**src/rtl/mux_scan_pkg.sv**
```systemverilog
// Shared types and sizes for the 8-channel mux scan sequencer.
package mux_scan_pkg;

  localparam int NUM_CH   = 8;
  localparam int SEL_W    = 3;
  localparam int SETTLE_W = 4;

  typedef enum logic [1:0] {
    ST_IDLE,
    ST_SETTLE,
    ST_SAMPLE,
    ST_DONE
  } state_t;

  // With no settle time a channel goes straight to sampling.
  function automatic state_t scan_entry(input int settle_cycles);
    return (settle_cycles == 0) ? ST_SAMPLE : ST_SETTLE;
  endfunction

endpackage

```
**src/rtl/mux_scan_sequencer.sv**
```systemverilog
// Steps an external 8:1 mux through all channels, samples each after a settle
// delay, and presents the assembled word with a valid/ready handshake.
module mux_scan_sequencer
  import mux_scan_pkg::*;
#(
  parameter int SETTLE_CYCLES = 1,
  parameter bit CONTINUOUS    = 1'b0
) (
  input  logic              clk,
  input  logic              rst,
  input  logic              start,
  input  logic              abort,
  output logic [SEL_W-1:0]  sel,
  input  logic              mux_y,
  output logic              busy,
  output logic [NUM_CH-1:0] word,
  output logic              word_valid,
  input  logic              word_ready
);

  localparam state_t ENTRY = scan_entry(SETTLE_CYCLES);
  localparam logic [SETTLE_W-1:0] SETTLE_LAST =
    SETTLE_W'((SETTLE_CYCLES == 0) ? 0 : SETTLE_CYCLES - 1);
  localparam logic [SEL_W-1:0] LAST_CH = SEL_W'(NUM_CH - 1);

  state_t              state;
  logic [SETTLE_W-1:0] settle_cnt;
  logic [NUM_CH-1:0]   shadow;

  // sel doubles as the channel index, so the mux sees it directly from a flop.
  always_ff @(posedge clk or posedge rst) begin
    if (rst) begin
      state      <= ST_IDLE;
      sel        <= '0;
      settle_cnt <= '0;
      shadow     <= '0;
      word       <= '0;
      word_valid <= 1'b0;
      busy       <= 1'b0;
    end else if (abort) begin
      state      <= ST_IDLE;
      sel        <= '0;
      settle_cnt <= '0;
      shadow     <= '0;
      word_valid <= 1'b0;
      busy       <= 1'b0;
    end else begin
      case (state)
        ST_IDLE: begin
          if (start) begin
            state      <= ENTRY;
            sel        <= '0;
            settle_cnt <= '0;
            busy       <= 1'b1;
          end
        end
        ST_SETTLE: begin
          if (settle_cnt == SETTLE_LAST) begin
            settle_cnt <= '0;
            state      <= ST_SAMPLE;
          end else begin
            settle_cnt <= settle_cnt + 1'b1;
          end
        end
        ST_SAMPLE: begin
          shadow[sel] <= mux_y;
          if (sel == LAST_CH) begin
            word       <= {mux_y, shadow[NUM_CH-2:0]};
            word_valid <= 1'b1;
            state      <= ST_DONE;
          end else begin
            sel   <= sel + 1'b1;
            state <= ENTRY;
          end
        end
        ST_DONE: begin
          if (word_ready) begin
            word_valid <= 1'b0;
            sel        <= '0;
            settle_cnt <= '0;
            if (CONTINUOUS) begin
              state <= ENTRY;
            end else begin
              state <= ST_IDLE;
              busy  <= 1'b0;
            end
          end
        end
        default: begin
          state <= ST_IDLE;
          busy  <= 1'b0;
        end
      endcase
    end
  end

endmodule
```
**config.mk**
```make
export PLATFORM = sky130hd
export DESIGN_NAME = mux_scan_sequencer
export DESIGN_NICKNAME = d
export VERILOG_FILES = /design/src/rtl/mux_scan_pkg.sv /design/src/rtl/mux_scan_sequencer.sv
export SDC_FILE = /design/constraint.sdc
export NUM_CORES = 1
export LEC_CHECK = 0
export ABC_AREA = 1
export CORE_MARGIN = 8
export CORE_UTILIZATION = 35
export DETAILED_ROUTE_END_ITERATION = 10
export PLACE_DENSITY_LB_ADDON = 0.25
export SYNTH_ARGS = -nofsm -noshare
export SYNTH_HDL_FRONTEND = slang
export SYNTH_SLANG_ARGS = --single-unit
```
**constraint.sdc**
```tcl
create_clock -name clk -period 1.75 [get_ports clk]
set_clock_uncertainty 0.05 [all_clocks]
set_input_delay 0.2625 -clock clk [delete_from_list [all_inputs] [get_ports clk]]
set_output_delay 0.2625 -clock clk [all_outputs]
set_load 0.01 [all_outputs]
```
==> flow_results.org <==
** Job
- Across the run, the number of max-cap violations was 0.

** Clocking
- CTS built an H-tree with a depth of 1.
- The tree is rooted in a clkbuf_8.
- Worst skew pair latency :: between 0.2 and 0.3 ns
- TritonCTS Sinks :: 26
- Clock-pin slew was measured on the worst setup and hold paths at ~0.090 ns.
- Buffers inserted during post-CTS setup optimization :: 0
- After clock tree synthesis, the repair step resized 0 gates.
- Number of buffers created by CTS :: 3
- No sink is reached through more buffers than the 2 on the longest clock path.
- Buffers inserted to repair hold after CTS numbered 0.
- TritonCTS clock tree :: yes

** Logic synthesis
- Cell taking the most area after synthesis :: dfrtp_1
- In the synthesized netlist, the cells that appear most often are 64 x nand2_1, 26 x dfrtp_1, 23 x inv_1.
- Share of flip-flops with an asynchronous set or reset :: 100.0%
- In this run the cell area of the synthesized design comes to 1455 um^2.
- Counting every net in the synthesized netlist gives 194.
- Post-synthesis instance total :: 184
- In this run, distinct cell masters in the synthesized netlist total 23.
- Synthesis warning total :: 0
- Avg Synthesized Cell Area :: 7.908 um^2
- After synthesis, flip-flops and latches occupy between 40% and 50% of the total area.
- By instance count, the leading cell after synthesis is nand2_1.
- Biggest area contributors in the synthesized netlist :: dfrtp_1 45%, nand2_1 17%, inv_1 5.9%
- For this run, the leading register cell type out of synthesis is dfrtp_1.
- In this run the biggest area consumer among cell types represents between 40% and 50% of the synthesized area.
- Counting flops and latches in the post-synthesis netlist gives 26.
- The synthesized design contains 0 enable-type register cells.

** Setup path
- Of all nets on the critical path, the largest fanout is 11.
- The worst register-to-register path begins at sel[0].
- Setup slack on the worst reg-to-reg path comes out at approximately 0.34 ns.
- Endpoint required time on the critical path :: 1.44 ns
- By startpoint and endpoint, the worst setup path is classified as flip-flop to primary output.
- Arrival time worst endpoint :: roughly 1.4 ns
- The worst setup path is launched from a flip-flop.
- Worst r2r dst :: sel[1]
- Critical Path Sink Type :: primary output
- Length in cells of the worst reg-to-reg path :: 9

** GRT
- The via count of the first global-routing pass is ~1100.
- In the global route stage, overall resource usage came out at 9.362%.
- Entering global routing, the biggest net connects 27 pins.
- The first global-routing pass estimated a little under 5000 um of wire.
- Global routing finished with a remaining overflow of 0.
- The initial antenna violation count came to 0.

** STA
- Count of endpoints failing setup in the final report :: 0
- The count of pins over their slew limit is 0.
- The routed design could run at a clock period as short as between 1.5 and 2 ns.
- Across all hold checks on the routed design, the worst slack comes to around 0.30 ns.
- Setup repair after global routing left no endpoint under its margin.
- Timing would allow up to 0.5924 GHz.
- The final count of hold timing violations came to 0.
- Least-Margin Pin Slew :: ~0.33 ns
- Of the available clock period, the critical path in the final layout requires between 90% and 100%.
- Relative slew slack :: between 70% and 80%
- Final sum of negative setup slack :: 0 ns

** Drt
- After the first detailed-routing iteration, the DRC count stood at 33.
- Total via count after detailed routing :: 1127
- Wire length reported by the detailed router :: roughly 2800 um
- The first detailed-routing pass took 4 iterations.
- ANT nets after route :: 0
- Dividing the detail-routed wire length by the instance count gives between 10 and 15 um.
- Ratio of routed vias to standard cells :: approximately 4.4
- Post-route DRC violation count :: 0

** Final layout
- Inserted Diodes :: 0
- Filler cell count in the final layout :: 414
- The finished cells cover between 1500 and 2000 um^2.
- In the final design database the tool counted around 220 nets.
- Area taken by multi-input logic gates :: 654.4 um^2
- Storage cell area :: 650.6 um^2
- Compared with the post-synthesis result, the final layout area differs by 22.36%.
- Util after Layout :: about 45%
- In the final layout, the share of cells above drive strength 1 is 16.91%.
- Post-route non-filler standard cell count :: around 260

** Power and ir drop
- Summed over all cells, the static leakage comes to 0.9600 nW.
- Highest ir drop seen on vdd :: ~380 uV
- Total power per unit cell area :: roughly 690 nW/um^2

** Floorplan
- Row Count :: 23
- In this run the standard cell core region covers roughly 4000 um^2.
- Measured along the x axis, the die boundary spans 80.48 um.
- Top-level I/O count :: 19
- Overall die height :: roughly 80 um
- Starting utilization of the core area :: approximately 36%
- Overall die area :: 6477 um^2

** Placement
- Placement Cell Area :: between 1500 and 2000 um^2
- Estimated wirelength of the detail-placed design :: between 2000 and 2500 um
- Routability-driven placement congestion ratio :: 0.8202
- Total placed cells including tap cells :: about 250
- IO Port Bufs :: 18

** Run status
- Status :: completed

** Hold path
- The min-delay analysis places its worst path in the category primary input to async pin.
[how the worst max path moves through the flow]
stage / from / endpoint
floorplan: sel[1] / word[1]
global placement: abort / settle_cnt[3]
detailed placement: abort / shadow[1]
CTS: sel[0] / sel[0]
global route: sel[0] / sel[0]
finish: sel[0] / sel[0]
[metal layers]
metal	vias up	global-route usage [%]	routed length, um
li1	611	-	-
met1	497	11.70	1472
met2	17	15.00	1183
met3	2	1.563	133
met4	0	4.909	44
met5	-	0	0
[state kept, by name (all words and copies together), names as in the netlist]
signal / cells
word: 8
shadow: 7
settle_cnt: 4
sel: 3
state: 2
busy: 1
word_valid: 1
[cell families (layout without fill, tap and decap cells)]
logic type	count (synthesis)	after routing	share of synthesized area (%)
buf+inv	33	56	10.32
xor+xnor	2	2	1.204
fa+ha+maj	4	4	3.440
compound gates	15	15	7.050
simple gates	104	104	33.28
flops	26	26	44.71
[report_power, final]
part	leakage (nW)	switching (W)	total (W)	internal (W)
clock network	0.0357	0.000187	0.000492	0.000306
logic	0.565	0.0000754	0.000119	0.0000438
registers	0.360	0.00000861	0.000618	0.000609
[layout make-up]
type                    instances  share of cell area [%]
multi-input cells             125                   36.75
flip-flops and latches         26                   36.54
repair buffers                 23                   12.93
inverters                      29                   6.254
well taps                      50                   3.514
clock buffers                   3                   2.319
clock inverters                 1                   1.687
[cell usage in the layout (no fill, tap or decap), drive strengths merged]
| cell type | count |
|---|---|
| nand2 | 74 |
| inv | 29 |
| dfrtp | 26 |
| clkdlybuf4s50 | 18 |
| nor2 | 14 |
| nand3 | 13 |
| o21ai | 13 |
| buf | 5 |
| ha | 4 |
| clkbuf | 3 |
| o211ai | 2 |
| nor3 | 2 |
| xnor2 | 1 |
| nand4 | 1 |
| xor2 | 1 |
| bufinv | 1 |
[metrics by stage]
stage	total power, W	setup WS (ns)
global placement	0.0007511	0.1582
floorplan	0.0007101	0.2899
global route	0.001282	0.01705
detailed placement	0.0007509	0.1625
CTS	0.001248	0.05473
finish	0.001229	0.06203
[critical path, cell delays in order (launching register included)]
cell and delay [ns]:
dfrtp_1 0.37, buf_4 0.18, clkdlybuf4s50_1 0.55
Power figures use the tool's default switching activity.
